===== config.mk =====
export PLATFORM = sky130hd
export DESIGN_NAME = booth_mult_seq
export DESIGN_NICKNAME = d
export VERILOG_FILES = /design/src/rtl/booth_pkg.sv /design/src/rtl/booth_pp_gen.sv /design/src/rtl/booth_mult_seq.sv
export SDC_FILE = /design/constraint.sdc
export NUM_CORES = 1
export LEC_CHECK = 0
export BUFFER_PORTS_ARGS = -buffer_cell sky130_fd_sc_hd__buf_4
export CORE_ASPECT_RATIO = 0.8
export CORE_UTILIZATION = 45
export DETAILED_ROUTE_END_ITERATION = 6
export GPL_TIMING_DRIVEN = 0
export PLACE_DENSITY = 0.7
export SETUP_SLACK_MARGIN = 0.5
export SLEW_MARGIN = 20
export SYNTH_ARGS = -nofsm -noshare
export SYNTH_HDL_FRONTEND = slang
export SYNTH_SLANG_ARGS = --single-unit

===== constraint.sdc =====
create_clock -name clk -period 8 [get_ports clk]
set_clock_uncertainty 0.2 [all_clocks]
set_input_delay 1.2 -clock clk [delete_from_list [all_inputs] [get_ports clk]]
set_output_delay 1.2 -clock clk [all_outputs]
set_load 0.05 [all_outputs]

===== src/rtl/booth_pkg.sv =====
// booth_pkg
//   Shared types and constants for the sequential radix-4 Booth multiplier.
//   state_t      controller states (IDLE / RUN / DONE)
//   ZERO..M2     internal Booth digit codes used between encoder and decoder
//   num_digits   number of radix-4 digits processed for an N-bit operand
package booth_pkg;

    typedef enum logic [1:0] {
        IDLE = 2'd0,
        RUN  = 2'd1,
        DONE = 2'd2
    } state_t;

    localparam logic [2:0] ZERO = 3'd0;
    localparam logic [2:0] P1   = 3'd1;
    localparam logic [2:0] P2   = 3'd2;
    localparam logic [2:0] M1   = 3'd3;
    localparam logic [2:0] M2   = 3'd4;

    // Unsigned operands need one extra digit to consume the zero extension bits.
    function automatic int unsigned num_digits(input int unsigned n, input logic is_signed);
        return is_signed ? (n / 2) : (n / 2 + 1);
    endfunction

endpackage


===== src/rtl/booth_pp_gen.sv =====
// booth_pp_gen
//   Combinational radix-4 Booth encoder/decoder: one 3-bit multiplier window
//   selects 0, +-md or +-2*md.
// Ports
//   window  in   3      multiplier bits [2i+2:2i] (bit 0 is the overlap bit)
//   md_ext  in   N+2    multiplicand, already sign- or zero-extended
//   pp      out  N+2    signed partial product (two's complement)
module booth_pp_gen
    import booth_pkg::*;
#(
    parameter int N = 16
) (
    input  logic [2:0]   window,
    input  logic [N+1:0] md_ext,
    output logic [N+1:0] pp
);

    logic [2:0]   digit;
    logic [N+1:0] mag;

    always_comb begin
        digit = ZERO;
        case (window)
            3'b001, 3'b010: digit = P1;
            3'b011:         digit = P2;
            3'b100:         digit = M2;
            3'b101, 3'b110: digit = M1;
            default:        digit = ZERO;
        endcase
    end

    // N+2 bits hold every value of +-2*md exactly, so negating here and
    // sign-extending afterwards gives the same bits as negating at 2N width.
    always_comb begin
        mag = '0;
        case (digit)
            P1, M1:  mag = md_ext;
            P2, M2:  mag = {md_ext[N:0], 1'b0};
            default: mag = '0;
        endcase
        pp = ((digit == M1) || (digit == M2)) ? (~mag + (N+2)'(1)) : mag;
    end

endmodule


===== src/rtl/booth_mult_seq.sv =====
// booth_mult_seq
//   Sequential radix-4 Booth multiplier, one Booth digit per clock, partial
//   products accumulated in place into a 2N-bit accumulator.
// Ports
//   clk          in   1    system clock
//   reset        in   1    synchronous, active-high reset
//   start        in   1    request, accepted when not busy
//   signed_mode  in   1    1: two's complement operands, 0: unsigned
//   md           in   N    multiplicand
//   mr           in   N    multiplier
//   busy         out  1    high while digits are processed
//   done         out  1    one-cycle pulse, product valid
//   product      out  2N   result, held until the next completed operation
// Build option
//   BOOTH_EARLY_TERM_EN  stop RUN as soon as all remaining multiplier digits are 0
module booth_mult_seq
    import booth_pkg::*;
#(
    parameter int N     = 16,
    parameter int CNT_W = $clog2(N/2+2)
) (
    input  logic           clk,
    input  logic           reset,
    input  logic           start,
    input  logic           signed_mode,
    input  logic [N-1:0]   md,
    input  logic [N-1:0]   mr,
    output logic           busy,
    output logic           done,
    output logic [2*N-1:0] product
);

    if ((N % 2) != 0 || N < 4) begin : g_bad_n
        $error("booth_mult_seq: N must be even and >= 4");
    end

    state_t           state;
    logic [N+1:0]     md_r;
    logic [N+2:0]     mr_sh;
    logic [2*N-1:0]   acc;
    logic [CNT_W-1:0] cnt;
    logic [CNT_W-1:0] cnt_last;
    logic [N+1:0]     pp;
    logic [2*N-1:0]   pp_ext;
    logic [2*N-1:0]   acc_next;
    logic             mr_ext;
    logic             last_digit;

    booth_pp_gen #(.N(N)) u_pp_gen (
        .window (mr_sh[2:0]),
        .md_ext (md_r),
        .pp     (pp)
    );

    assign mr_ext   = signed_mode & mr[N-1];
    assign pp_ext   = {{(N-2){pp[N+1]}}, pp};
    assign acc_next = acc + (pp_ext << {cnt, 1'b0});

    // mr_sh shifts right arithmetically, so bits [N+2:2] are exactly the
    // remaining extended-mr bits (overlap bit included) padded with copies of
    // the top bit; if they are all equal every remaining window is 000 or 111.
`ifdef BOOTH_EARLY_TERM_EN
    assign last_digit = (cnt == cnt_last) || (&mr_sh[N+2:2]) || (~|mr_sh[N+2:2]);
`else
    assign last_digit = (cnt == cnt_last);
`endif

    always_ff @(posedge clk) begin
        if (reset) begin
            state    <= IDLE;
            busy     <= 1'b0;
            done     <= 1'b0;
            product  <= '0;
            acc      <= '0;
            cnt      <= '0;
            cnt_last <= '0;
            md_r     <= '0;
            mr_sh    <= '0;
        end else begin
            case (state)
                IDLE, DONE: begin
                    done <= 1'b0;
                    if (start) begin
                        md_r     <= signed_mode ? {{2{md[N-1]}}, md} : {2'b00, md};
                        mr_sh    <= {{2{mr_ext}}, mr, 1'b0};
                        acc      <= '0;
                        cnt      <= '0;
                        cnt_last <= CNT_W'(num_digits(N, signed_mode) - 1);
                        busy     <= 1'b1;
                        state    <= RUN;
                    end else begin
                        state <= IDLE;
                    end
                end
                RUN: begin
                    acc   <= acc_next;
                    cnt   <= cnt + CNT_W'(1);
                    mr_sh <= {{2{mr_sh[N+2]}}, mr_sh[N+2:2]};
                    if (last_digit) begin
                        product <= acc_next;
                        done    <= 1'b1;
                        busy    <= 1'b0;
                        state   <= DONE;
                    end
                end
                default: state <= IDLE;
            endcase
        end
    end

endmodule


; Word-level counts from Yosys, hierarchy flattened
; Index checks and enable logic that the tools add are counted.
[word_totals]
out_inout_bits = 34
reg_bits = 113
[classes]
eq_ne = 15
shifts = 1
muxes = 19
n_addsub = 4
bitwise_logic = 3
reduce_logical = 14
[op_table]
columns = operator, count
row1 = 32-bit one-hot mux with 2 select lines, 1
row2 = 19-bit one-hot mux with 2 select lines, 1
row3 = 18-bit 2-to-1 mux, 2
row4 = 18-bit one-hot mux with 2 select lines, 1
row5 = 32-bit adder, 1
row6 = 32-bit 2-to-1 mux, 1
row7 = 32-bit by 5-bit << shifter with 32-bit output, 1
row8 = 19-bit 2-to-1 mux, 1
row9 = 18-bit by 1-bit adder with 18-bit output (second input constant), 1
row10 = 18-bit inverter, 1
row11 = 3-bit by 2-bit == test with 1-bit output (second input constant), 4
row12 = 3-bit == test (second input constant), 4
row13 = 3-bit one-hot mux with 4 select lines, 1
row14 = 2-bit OR reduction, 5
row15 = 4-bit one-hot mux with 2 select lines, 1
row16 = 2-bit AND reduction, 4
row17 = 3-bit by 1-bit == test with 1-bit output (second input constant), 2
row18 = 3-bit AND reduction, 2
row19 = 1-bit 2-to-1 mux, 5
row20 = 4-bit by 1-bit adder with 4-bit output (second input constant), 1
row21 = 4-bit == test, 1
row22 = 4-bit 2-to-1 mux, 1
row23 = 2-bit != test (second input constant), 2
row24 = 1-bit one-hot mux with 2 select lines, 2
row25 = 10 further kinds, 10

; Depth between registers and ports, before layout
; Gate-level depths: netlist of run 1.
[depth]
word_depth = 12
depth_mapped = 27
depth_no_buf = 25

; Cells and area by module
; Synthesis of run 1 repeated with hierarchy kept, for this count alone.
[hier_totals]
cells_unflattened = 1134
area_unflattened_um2 = 8251.7
[modules_own_cells]
columns = module, n_inst, area_each_um2, cells_per_inst, seq_area_each_um2
row1 = booth_mult_seq, 1, 6668.9, 882, 2202.1
row2 = booth_pp_gen, 1, 1582.8, 252, 0.0

; Worst setup path before layout of run 1
; OpenSTA, ideal clock, no wires.
[synth_path]
path_kind = register to register
start = register mr_sh[0]
end = register acc[21]
path_slack_ps = 2299
path_buffers = 3
required_time_ps = 7694
t_arrival_ps = 5395
stages_incl_launch_ff = 26
path_cell_list = dfxtp_1 -> inv_1 -> ha_1 -> clkbuf_1 -> buf_1 -> clkbuf_1 -> nand2_1 -> ha_1 -> nand2_1 -> a221oi_4 -> nand4_4 -> o31ai_4 -> xor2_2 -> mux2i_1 -> mux2_4 -> nand2b_1 -> a21oi_2 -> ha_1 -> a21boi_0 -> a311oi_1 -> a21boi_1 -> o21ai_0 -> a21boi_1 -> o21ai_0 -> or4b_2 -> o311ai_0
[synth_via]
elab_chain_len = 12
word_cells_on_any_way = 23
cone_classes = add/sub: 2 / eq/ne: 10 / shift: 1 / mux: 4 / bitwise: 1 / reduce/logical: 5
[synth_lines]
columns = item, line
row1 = start: declaration, booth_mult_seq.sv:39  ; logic [N+2:0] mr_sh;
row2 = start signal: assignment, booth_mult_seq.sv:85  ; mr_sh <= {{2{mr_ext}}, mr, 1'b0};
row3 = start signal: assignment, booth_mult_seq.sv:98  ; mr_sh <= {{2{mr_sh[N+2]}}, mr_sh[N+2:2]};
row4 = 3-bit == test (tied with other cells), booth_pp_gen.sv:23  ; case (window)
row5 = 2-bit OR reduction, booth_pp_gen.sv:23
row6 = 3-bit one-hot mux with 4 select lines (*), booth_pp_gen.sv:23
row7 = 3-bit by 2-bit == test with 1-bit output (tied with other cells), booth_pp_gen.sv:36  ; case (digit)
row8 = 2-bit OR reduction, booth_pp_gen.sv:36
row9 = 18-bit one-hot mux with 2 select lines, booth_pp_gen.sv:36
row10 = 18-bit inverter, booth_pp_gen.sv:41  ; pp = ((digit == M1) || (digit == M2)) ? (~mag + (N+2)'(1)) : mag;
row11 = 18-bit by 1-bit adder with 18-bit output, booth_pp_gen.sv:41
row12 = 18-bit 2-to-1 mux (*), booth_pp_gen.sv:41
row13 = 32-bit by 5-bit << shifter with 32-bit output (*), booth_mult_seq.sv:57  ; assign acc_next = acc + (pp_ext << {cnt, 1'b0});
row14 = 32-bit adder (*), booth_mult_seq.sv:57
row15 = 32-bit one-hot mux with 2 select lines (*), booth_mult_seq.sv:80  ; case (state)
row16 = end signal: assignment, booth_mult_seq.sv:96  ; acc <= acc_next;
row17 = end: declaration, booth_mult_seq.sv:40  ; logic [2*N-1:0] acc;
; Mark *: on every way between the ends. The rest lies on a longest branch, timed or not.
; A chain may end at the register's enable or synchronous reset.

; Worst setup path in the final report of run 1
; Ends and elaborated chain as after synthesis.

==> flow_summary.json, run 1 <==
{
  "worstPathRequired_ps": 8060,
  "htree_levels": 3,
  "overflow": 0,
  "drv_cap": 0,
  "grt_pass1_vias": 7442,
  "synth-simple-area-share": 0.2192,
  "period_needed_ps": 7035,
  "area_growth_pct": 14.38,
  "ys_seq_elements": 110,
  "slew_violations": 0,
  "cts_buffer_depth": 2,
  "routed.top_layer": "met4",
  "grt_max_degree": 22,
  "async_flop_share": 0,
  "arrival_ps": 7090,
  "finalSetupViolations": 0,
  "rrSetupSlack_ps": 960,
  "gp_congestion": 0.9809,
  "synth_edf_count": 0,
  "leakagePower_uw": 0.003578,
  "finalCritPeriodShare": 0.8794,
  "syn_inst": 1060,
  "tightest_slew_ps": 831.9,
  "rr_startpoint": "mr_sh[0]",
  "clkPwrFrac": 0.336,
  "drtIter0Drc": 834,
  "end_kind": "flip-flop",
  "io_pins": 70,
  "combPwrFrac": 0.264,
  "cts_sinks": 110,
  "cp-endpoint": "acc[21]",
  "synthAdderAreaFrac": 0.06113,
  "vias": 8219,
  "wl_per_cell_um": 18.02,
  "netlist_area_mm2": 0.007900,
  "crit_path_max_fanout": 10,
  "r2r_end": "acc[21]",
  "max_freq_ghz": 0.1421,
  "switchingPower_uw": 511.7,
  "place_area_mm2": 0.008693,
  "layout-drive-gt1-share": 0.1118,
  "slew_headroom": 0.4454,
  "reg2reg_depth": 25,
  "synth_top_family_by_area": "compound AO/OA/AOI/OAI gates",
  "mostFrequentLayoutCells": "nand2_1 (169), a21oi_1 (122), dfxtp_1 (110)",
  "wl_met3_um": 2215,
  "syn_nets": 1134,
  "fin_nets": 1214,
  "drtPass1Iterations": 7,
  "fp-row-count": 42,
  "p_seq_frac": 0.400,
  "die_w_um": 150.1,
  "cts_root_buffer": "clkbuf_16",
  "place_hpwl_um": 18670,
  "synth-compound-area-share": 0.3133,
  "antenna_found_initial": 0,
  "run_status": "finished with violations",
  "cp-start-kind": "flip-flop",
  "die_h_um": 120.5,
  "core_mm2": 0.01687,
  "power_density_mw_per_mm2": 162.3,
  "final.setup.tns_ps": 0,
  "wl_um": 24590,
  "synth_warnings": 0,
  "synthDistinctLibCells": 80,
  "clk_pin_slew_ps": 80,
  "seq_area_frac_synth": 0.2787,
  "hold_viol_final": 0,
  "final_common_cell": "nand2_1",
  "violations": "DRC",
  "p_sw_frac": 0.3490,
  "start_util": 0.4683,
  "n_antenna_cell": 0,
  "critPathKind": "flip-flop to flip-flop",
  "yosys.area_share.xor_xnor": 0.04181,
  "grt_pass1_wl_um": 39430,
  "synth.avg_cell_area_um2": 7.453,
  "min_path_type": "flip-flop to flip-flop",
  "hold_buffers": 0,
  "power.internal_uw": 954.4,
  "peakVddDrop_uv": 104.4,
  "finalInstanceArea_mm2": 0.009036,
  "vias_per_cell": 6.021,
  "track_usage": 0.2808,
  "cts_tree": "yes",
  "yosys_most_used_dff": "dfxtp_1",
  "wl_met2_um": 10180,
  "numCtsBuffers": 9,
  "critPathLaunch": "mr_sh[0]",
  "ant_nets": 0,
  "die_area_mm2": 0.01809,
  "synth_mux_area_frac": 0.03532,
  "portBuffers": 69,
  "clk_latency_ps": 370,
  "drc": 9,
  "rsz0062_at_grt": "false",
  "drt-met1-wl_um": 11820,
  "fillers": 1646
}
==> sequential cells by signal (all words and copies together), names as in the netlist <==
signal and cells:
mr_sh 19, state 2, cnt 4, done 1, acc 32, md_r 17
busy 1, cnt_last 2, product 32
==> cell families after synthesis <==
| group | Yosys count |
|---|---|
| fa+ha+maj | 38 |
| compound gates | 368 |
| flops | 110 |
| simple gates | 383 |
| xor+xnor | 36 |
| buf+inv | 99 |
| mux | 26 |
==> per-stage QoR <==
step                power, uW  setup WS (ps)    util  cells  hold WS (ps)
global placement        972.3          964.1  0.5154   1349         242.2
floorplan               862.8           2299       -   1060         236.6
global route             1532          490.9  0.5357   1365         276.5
finish                   1466          964.6  0.5357   1365         255.0
CTS                      1467          887.1  0.5349   1365         258.4
detailed placement      975.5          961.4  0.5154   1349         247.7
==> worst min-delay path by stage <==
stage                     start     endpoint  slack (ps)  cells after the start
floorplan             mr_sh[18]    mr_sh[18]         240                      2
finish               product[1]   product[1]         250                      2
CTS                  product[7]   product[7]         260                      2
detailed placement   product[7]   product[7]         250                      2
global placement    product[26]  product[26]         240                      2
global route           mr_sh[8]     mr_sh[8]         280                      2
==> cells in the mapped netlist, drive strengths merged (5+ instances only) <==
| cell type | n | area share |
|---|---|---|
| ha | 37 | 0.059 |
| clkbuf | 69 | 0.033 |
| nor2b | 8 | 0.0063 |
| or2 | 6 | 0.0048 |
| mux2i | 17 | 0.022 |
| xnor2 | 21 | 0.024 |
| xor2 | 15 | 0.018 |
| nand2b | 12 | 0.0095 |
| nand3 | 16 | 0.010 |
| a21boi | 7 | 0.0071 |
| a21oi | 124 | 0.080 |
| a31oi | 17 | 0.013 |
| a211oi | 19 | 0.018 |
| nor2 | 108 | 0.051 |
| and3 | 7 | 0.0055 |
| o21ai | 47 | 0.030 |
| a221oi | 8 | 0.016 |
| o211ai | 12 | 0.011 |
| o31ai | 5 | 0.0065 |
| nor3 | 18 | 0.011 |
| and2 | 8 | 0.0067 |
| a21o | 19 | 0.018 |
| dfxtp | 110 | 0.28 |
| nor4 | 5 | 0.0067 |
| buf | 12 | 0.0092 |
| nand2 | 169 | 0.080 |
| o22ai | 5 | 0.0040 |
| inv | 17 | 0.0081 |
| mux2 | 9 | 0.014 |
| or3 | 7 | 0.0055 |
| a22oi | 50 | 0.048 |
| o311ai | 6 | 0.0067 |
==> layer usage <==
metal  GRT usage  vias to the layer above
li1            -                     4013
met3     0.06679                       38
met4     0.07513                        0
met1      0.4080                     3826
met2      0.4091                      342
met5           0                        -
==> timing repair <==
| action | CTS | global route |
|---|---|---|
| setup endpoints to repair | 0 | 7 |
| setup buffers | 0 | 0 |
| resized for setup | 0 | 5 |
| hold endpoints to repair | 0 | 0 |
==> worst max-delay path, cell delays in order (launching register included) <==
cell      delay, ps
dfxtp_1         390
inv_1            80
ha_1            410
clkbuf_1        300
clkbuf_2        290
clkbuf_2        260
nand2_1         140
ha_1            180
nand2_1          80
a221oi_4        350
nand4_4         230
a31o_1          260
a211oi_1        550
mux2i_1         160
o22a_1          270
nor2_1          100
ha_1            300
a21oi_1         250
o21ai_0         150
a311oi_2        410
a21boi_1        140
o21ai_0         210
a21boi_1        150
o21ai_0         280
or4b_2          610
o311ai_0        120
==> final cells by class <==
type / count / area [um^2] / area share
multi-input combinational: 851 / 5310 / 0.5876
sequential: 110 / 2202 / 0.2437
timing repair buffer: 69 / 518.0 / 0.05732
buffer: 81 / 334.1 / 0.03697
tap: 220 / 275.3 / 0.03046
clock buffer: 9 / 225.2 / 0.02492
clock inverter: 7 / 103.9 / 0.01149
inverter: 18 / 67.56 / 0.007477
==> power groups by stage <==
stage	clock network, uW	logic (uW)	registers [uW]
6_report	493	387	587
3_5_place_dp	0	377	599
4_1_cts	502	379	586
5_1_grt	522	421	589
3_3_place_gp	0	374	598
2_1_floorplan	0	251	611
Note: power is estimated with default switching activity, not from simulation.
==> run 2: changes to the inputs <==
--- a/config.mk
+++ b/config.mk
@@ -7,10 +7,10 @@
 export LEC_CHECK = 0
 export BUFFER_PORTS_ARGS = -buffer_cell sky130_fd_sc_hd__buf_4
 export CORE_ASPECT_RATIO = 0.8
-export CORE_UTILIZATION = 45
+export CORE_UTILIZATION = 50
 export DETAILED_ROUTE_END_ITERATION = 6
 export GPL_TIMING_DRIVEN = 0
-export PLACE_DENSITY = 0.7
+export PLACE_DENSITY_LB_ADDON = 0.15
 export SETUP_SLACK_MARGIN = 0.5
 export SLEW_MARGIN = 20
 export SYNTH_ARGS = -nofsm -noshare
==> run 2 against run 1 <==
Effect of this change:
- the flow now finishes without violations
- core utilization up 5.7 points
- clock power about the same
- wire length decreased by 1.0%
- first-iteration DRC count down 16%
- clock-buffer cell count stayed put
- fmax rose by 0.54%
- design area shrank 0.24%
- cell count decreased by 0.73%
- combinational power barely moved
- sequential power about the same
- power increased by 0.15%
==> flow_summary.json, run 2 (synthesis gave the netlist of run 1 again) <==
{
  "place_hpwl_um": 18510,
  "area_growth_pct": 14.11,
  "crit_path_max_fanout": 10,
  "portBuffers": 69,
  "die_area_mm2": 0.01631,
  "fillers": 1501,
  "fp-row-count": 40,
  "tightest_slew_ps": 754.8,
  "drtIter0Drc": 700,
  "largestRegisters": "acc (32), product (32), mr_sh (19)",
  "numPlacedInstances": 1339,
  "slew_violations": 0,
  "reg2reg_depth": 26,
  "finalCritPeriodShare": 0.8747,
  "slew_headroom": 0.4922,
  "max_freq_ghz": 0.1429,
  "arrival_ps": 7090,
  "power_density_mw_per_mm2": 162.9,
  "core_mm2": 0.01521,
  "rsz0062_at_grt": "false",
  "end_kind": "flip-flop",
  "fin_nets": 1214,
  "hold_viol_final": 0,
  "cp-endpoint": "product[31]",
  "seq_area_mm2": 0.002202,
  "min_path_type": "flip-flop to flip-flop",
  "numCtsBuffers": 9,
  "grt_pass1_vias": 7398,
  "cts_root_buffer": "clkbuf_16",
  "start_util": 0.5192,
  "critPathLaunch": "mr_sh[0]",
  "rr_startpoint": "mr_sh[0]",
  "cts_buffer_depth": 2,
  "layout-drive-gt1-share": 0.1127,
  "grt_pass1_wl_um": 39280,
  "mostFrequentLayoutCells": "nand2_1 (169), a21oi_1 (122), dfxtp_1 (110)",
  "final_common_cell": "nand2_1",
  "clk_pin_slew_ps": 90,
  "wl_um": 24340,
  "worstPathRequired_ps": 8090,
  "hold_buffers": 0,
  "multiInputGateArea_mm2": 0.005308,
  "antenna_found_initial": 0,
  "die_h_um": 114.4,
  "wl_per_cell_um": 17.96,
  "postCtsSetupRepairBufs": 0,
  "final.setup.tns_ps": 0,
  "period_needed_ps": 6997,
  "vias_per_cell": 6.039,
  "n_antenna_cell": 0,
  "drc": 0,
  "io_pins": 70,
  "leakagePower_uw": 0.003571,
  "drv_cap": 0,
  "htree_levels": 3,
  "cts_tree": "yes",
  "peakVddDrop_uv": 155.8,
  "ant_nets": 0,
  "cp-start-kind": "flip-flop",
  "cts_sinks": 110,
  "gp_congestion": 0.9541,
  "overflow": 0,
  "vias": 8183,
  "r2r_end": "product[31]",
  "cts_resized": 0,
  "fin_cells": 1355,
  "clk_latency_ps": 370,
  "finalSetupViolations": 0,
  "critPathKind": "flip-flop to flip-flop",
  "die_w_um": 142.5,
  "rrSetupSlack_ps": 1000,
  "track_usage": 0.3091,
  "grt_max_degree": 25,
  "run_status": "finished, final reports clean",
  "drtPass1Iterations": 5
}
run 2: cell count changes in the layout (fill, tap and decap cells not counted):
cell	change
inv_8	+1
bufinv_16	-1
a311oi_1	+1
clkbuf_2	+1
a311oi_2	-1
clkbuf_1	-1
inv_12	+3
clkinv_8	-2
mux2i_1	-1
mux2i_2	+1
clkinv_2	-1
run 2: final cells by class:
type,count,share of cell area
multi-input cells,851,0.5888
repair buffers,69,0.05746
plain buffers,81,0.03720
inverters,18,0.007495
clock buffers,9,0.02498
flip-flops and latches,110,0.2443
clock inverters,7,0.01069
well taps,210,0.02915
run 2: per-layer routing:
metal	vias to the layer above	global-route usage	share of wire
met5	-	0	0
met4	0	0.07025	0.014
met3	20	0.06608	0.087
met2	305	0.4690	0.42
met1	3831	0.4447	0.48
li1	4027	-	-
run 2: worst min path at each step:
| stage | startpoint | end | slack, ps | cells after the start |
|---|---|---|---|---|
| floorplan | mr_sh[18] | mr_sh[18] | 240 | 2 |
| global placement | mr_sh[3] | mr_sh[3] | 240 | 2 |
| detailed placement | product[10] | product[10] | 250 | 2 |
| CTS | product[10] | product[10] | 260 | 2 |
| global route | product[13] | product[13] | 280 | 2 |
| finish | product[10] | product[10] | 260 | 2 |
run 2: critical path, stage by stage (launching register included):
cell and delay, ps:
dfxtp_1 390, inv_1 80, ha_1 420, clkbuf_2 260, clkbuf_2 250, clkbuf_2 270
nand2_1 160, ha_1 180, nand2_1 80, a221oi_4 320, nand4_4 230, o31ai_4 340
xor2_2 330, mux2i_1 220, a211oi_1 290, a21oi_1 70, o21ai_1 300, ha_1 290
nand4_1 180, nor3_2 320, o2111ai_1 270, and3_1 280, o31ai_1 400, a31oi_1 160
xor2_1 280, nor3_1 100, nor4_2 260
run 2: stage by stage:
| step | hold slack [ps] | util | setup slack [ps] | cell area [um^2] | total power (uW) |
|---|---|---|---|---|---|
| 2_1_floorplan | 236.6 | - | 2299 | 7900 | 862.8 |
| 3_3_place_gp | 242.8 | 0.5706 | 986.2 | 8681 | 971.5 |
| 3_5_place_dp | 247.2 | 0.5706 | 948.2 | 8681 | 974.8 |
| 4_1_cts | 258.7 | 0.5917 | 893.7 | 9002 | 1465 |
| 5_1_grt | 277.5 | 0.5925 | 533.8 | 9015 | 1533 |
| 6_report | 256.3 | 0.5925 | 1003 | 9015 | 1468 |
run 2: where the power goes:
part,internal [uW],switching (uW)
sequential,570,16.9
combinational,131,254
clock,233,263
total,934,535
==> run 3: changes to the inputs <==
--- a/config.mk
+++ b/config.mk
@@ -10,7 +10,9 @@
 export CORE_UTILIZATION = 50
 export DETAILED_ROUTE_END_ITERATION = 6
 export GPL_TIMING_DRIVEN = 0
+export MAX_ROUTING_LAYER = met4
 export PLACE_DENSITY_LB_ADDON = 0.15
+export REMOVE_ABC_BUFFERS = 1
 export SETUP_SLACK_MARGIN = 0.5
 export SLEW_MARGIN = 20
 export SYNTH_ARGS = -nofsm -noshare
==> constraint.sdc (replaced) <==
create_clock -name clk -period 7.3 [get_ports clk]
set_clock_uncertainty 0.2 [all_clocks]
set_input_delay 1.095 -clock clk [delete_from_list [all_inputs] [get_ports clk]]
set_output_delay 1.095 -clock clk [all_outputs]
set_load 0.05 [all_outputs]
==> run 3 against run 2 <==
Effect of this change:
- clock power increased by 8.5%
- non-clock buffer count shrank 78
- register-to-register slack better by 60 ps
- sequential share of layout area rose by 0.53 points
- wire length is 16% lower
- design area is 1.9% lower
- first-iteration DRC count is 13% lower
==> flow_summary.json, run 3 (synthesis gave the netlist of run 1 again) <==
{
  "clk_latency_ps": 360,
  "mostFrequentLayoutCells": "nand2_1 (168), a21oi_1 (122), dfxtp_1 (107)",
  "die_area_mm2": 0.01631,
  "holdPathStages": 2,
  "cts_sinks": 110,
  "max_stage_delay_ps": 600,
  "hold_viol_final": 0,
  "cp_num_buf_inv": 1,
  "clk_pin_slew_ps": 80,
  "wl_per_cell_um": 16.05,
  "place_hpwl_um": 14230,
  "track_usage": 0.2709,
  "slew_headroom": 0.3167,
  "min_path_type": "flip-flop to flip-flop",
  "area_growth_pct": 11.89,
  "die_h_um": 114.4,
  "arrival_ps": 6290,
  "switchingPower_uw": 528.6,
  "fin_nets": 1136,
  "period_needed_ps": 6237,
  "cp_slowest_cell": "or4b_2",
  "rrSetupSlack_ps": 1060,
  "vias_per_cell": 5.972,
  "finalCritPeriodShare": 0.8543,
  "clkPwrFrac": 0.341,
  "start_util": 0.5192,
  "drv_cap": 0,
  "fillers": 1506,
  "cts_buffer_depth": 2,
  "fin_cells": 1277,
  "grt_pass1_vias": 6775,
  "critPathKind": "flip-flop to flip-flop",
  "vias": 7626,
  "fin_ws_ps": 1063,
  "htree_levels": 3,
  "drtPass1Iterations": 7,
  "p_seq_frac": 0.415,
  "cts_tree": "yes",
  "power_density_mw_per_mm2": 178.6,
  "crit_cells": 21,
  "peakVddDrop_uv": 143.1,
  "rsz0062_at_grt": "false",
  "cp_cell_sequence": "inv_1, ha_1, nor2_4, mux2i_2, nand2_2, nand3_1, o21ai_0, a221oi_1, mux2i_1, o21ai_1, nor2_2, ha_1, a21oi_1, o21ai_0, a311oi_1, a21boi_1, o21ai_0, a21boi_1, o21ai_0, or4b_2, o311ai_0",
  "wl_um": 20500,
  "overflow": 0,
  "reg2reg_depth": 21,
  "max_freq_ghz": 0.1603,
  "portBuffers": 69,
  "drtIter0Drc": 609,
  "numCtsBuffers": 9,
  "core_mm2": 0.01521,
  "drc": 0,
  "end_kind": "flip-flop",
  "grt_max_degree": 116,
  "p_sw_frac": 0.3348,
  "leakagePower_uw": 0.003495,
  "final_common_cell": "nand2_1",
  "largestRegisters": "acc (32), product (32), mr_sh (19)",
  "final.setup.tns_ps": 0,
  "run_status": "finished, final reports clean",
  "cts_root_buffer": "clkbuf_16",
  "dp_worst_setup_slack_ps": 461.7,
  "numPlacedInstances": 1261,
  "crit_path_max_fanout": 22,
  "final_core_util": 0.5810,
  "power.internal_uw": 1050,
  "slew_violations": 0,
  "n_antenna_cell": 0,
  "combPwrFrac": 0.244,
  "fp-row-count": 40,
  "io_pins": 70,
  "crit_top_cell": "o21ai_0",
  "tightest_slew_ps": 1023,
  "total_power_uw": 1579,
  "finalSetupViolations": 0,
  "ant_nets": 0,
  "worstPathRequired_ps": 7350,
  "cp_top_family": "compound AO/OA/AOI/OAI gates",
  "grt_pass1_wl_um": 34410,
  "die_w_um": 142.5,
  "antenna_found_initial": 0,
  "cp-start-kind": "flip-flop",
  "layout-drive-gt1-share": 0.1293,
  "gp_congestion": 0.9137
}
## run 3: changes by cell type in the layout (fill, tap and decap cells not counted), sizes merged
cell,delta
inv,-3
buf,-8
clkinv,+1
bufinv,+1
clkbuf,-69
## run 3: metrics by stage
| step | hold WS [ps] | cell area (um^2) |
|---|---|---|
| after floorplan | 230.5 | 7569 |
| after global placement | 243.0 | 8349 |
| after detailed placement | 246.8 | 8458 |
| after CTS | 259.2 | 8788 |
| after global routing | 274.9 | 8840 |
| final | 255.2 | 8840 |
## run 3: what timing repair did
action,4_1_cts,5_1_grt
gates resized for setup,2,10
setup buffers,0,0
endpoints found under the setup margin,3,14
hold buffers,0,0
endpoints found under the hold margin,0,0
## run 3: layout make-up
type | count | area [um^2] | area share
clock buffer | 10 | 239.0 | 0.02703
clock inverter | 6 | 83.83 | 0.009483
multi-input combinational | 851 | 5384 | 0.6091
tap | 210 | 262.8 | 0.02972
sequential | 110 | 2206 | 0.2495
inverter | 18 | 67.56 | 0.007643
timing repair buffer | 72 | 596.8 | 0.06752
## run 3: per-layer routing
metal  wire, um  track usage
met2       8619       0.3820
met4        174      0.05735
met5          0            -
met3       1215      0.05186
met1      10490       0.3956
## run 3: final timing paths
check,startpoint,end
setup / recovery,mr_sh[1],acc[21]
hold / removal,product[27],product[27]
setup reg to reg,mr_sh[1],acc[21]
hold reg to reg,product[27],product[27]
## run 3: tightest hold or removal path: cells and delay by family, from the launching register on
kind / cells / cell delay [ps]
AO/OA/AOI/OAI: 1 / 50
flip-flops: 1 / 310
AND/OR/NAND/NOR: 1 / 50
## run 3: power groups by stage
stage / registers (uW) / clock network (uW) / logic, uW
2_1_floorplan: 679 / 0 / 243
3_3_place_gp: 668 / 0 / 364
3_5_place_dp: 669 / 0 / 377
4_1_cts: 655 / 548 / 379
5_1_grt: 660 / 572 / 427
6_report: 655 / 538 / 385
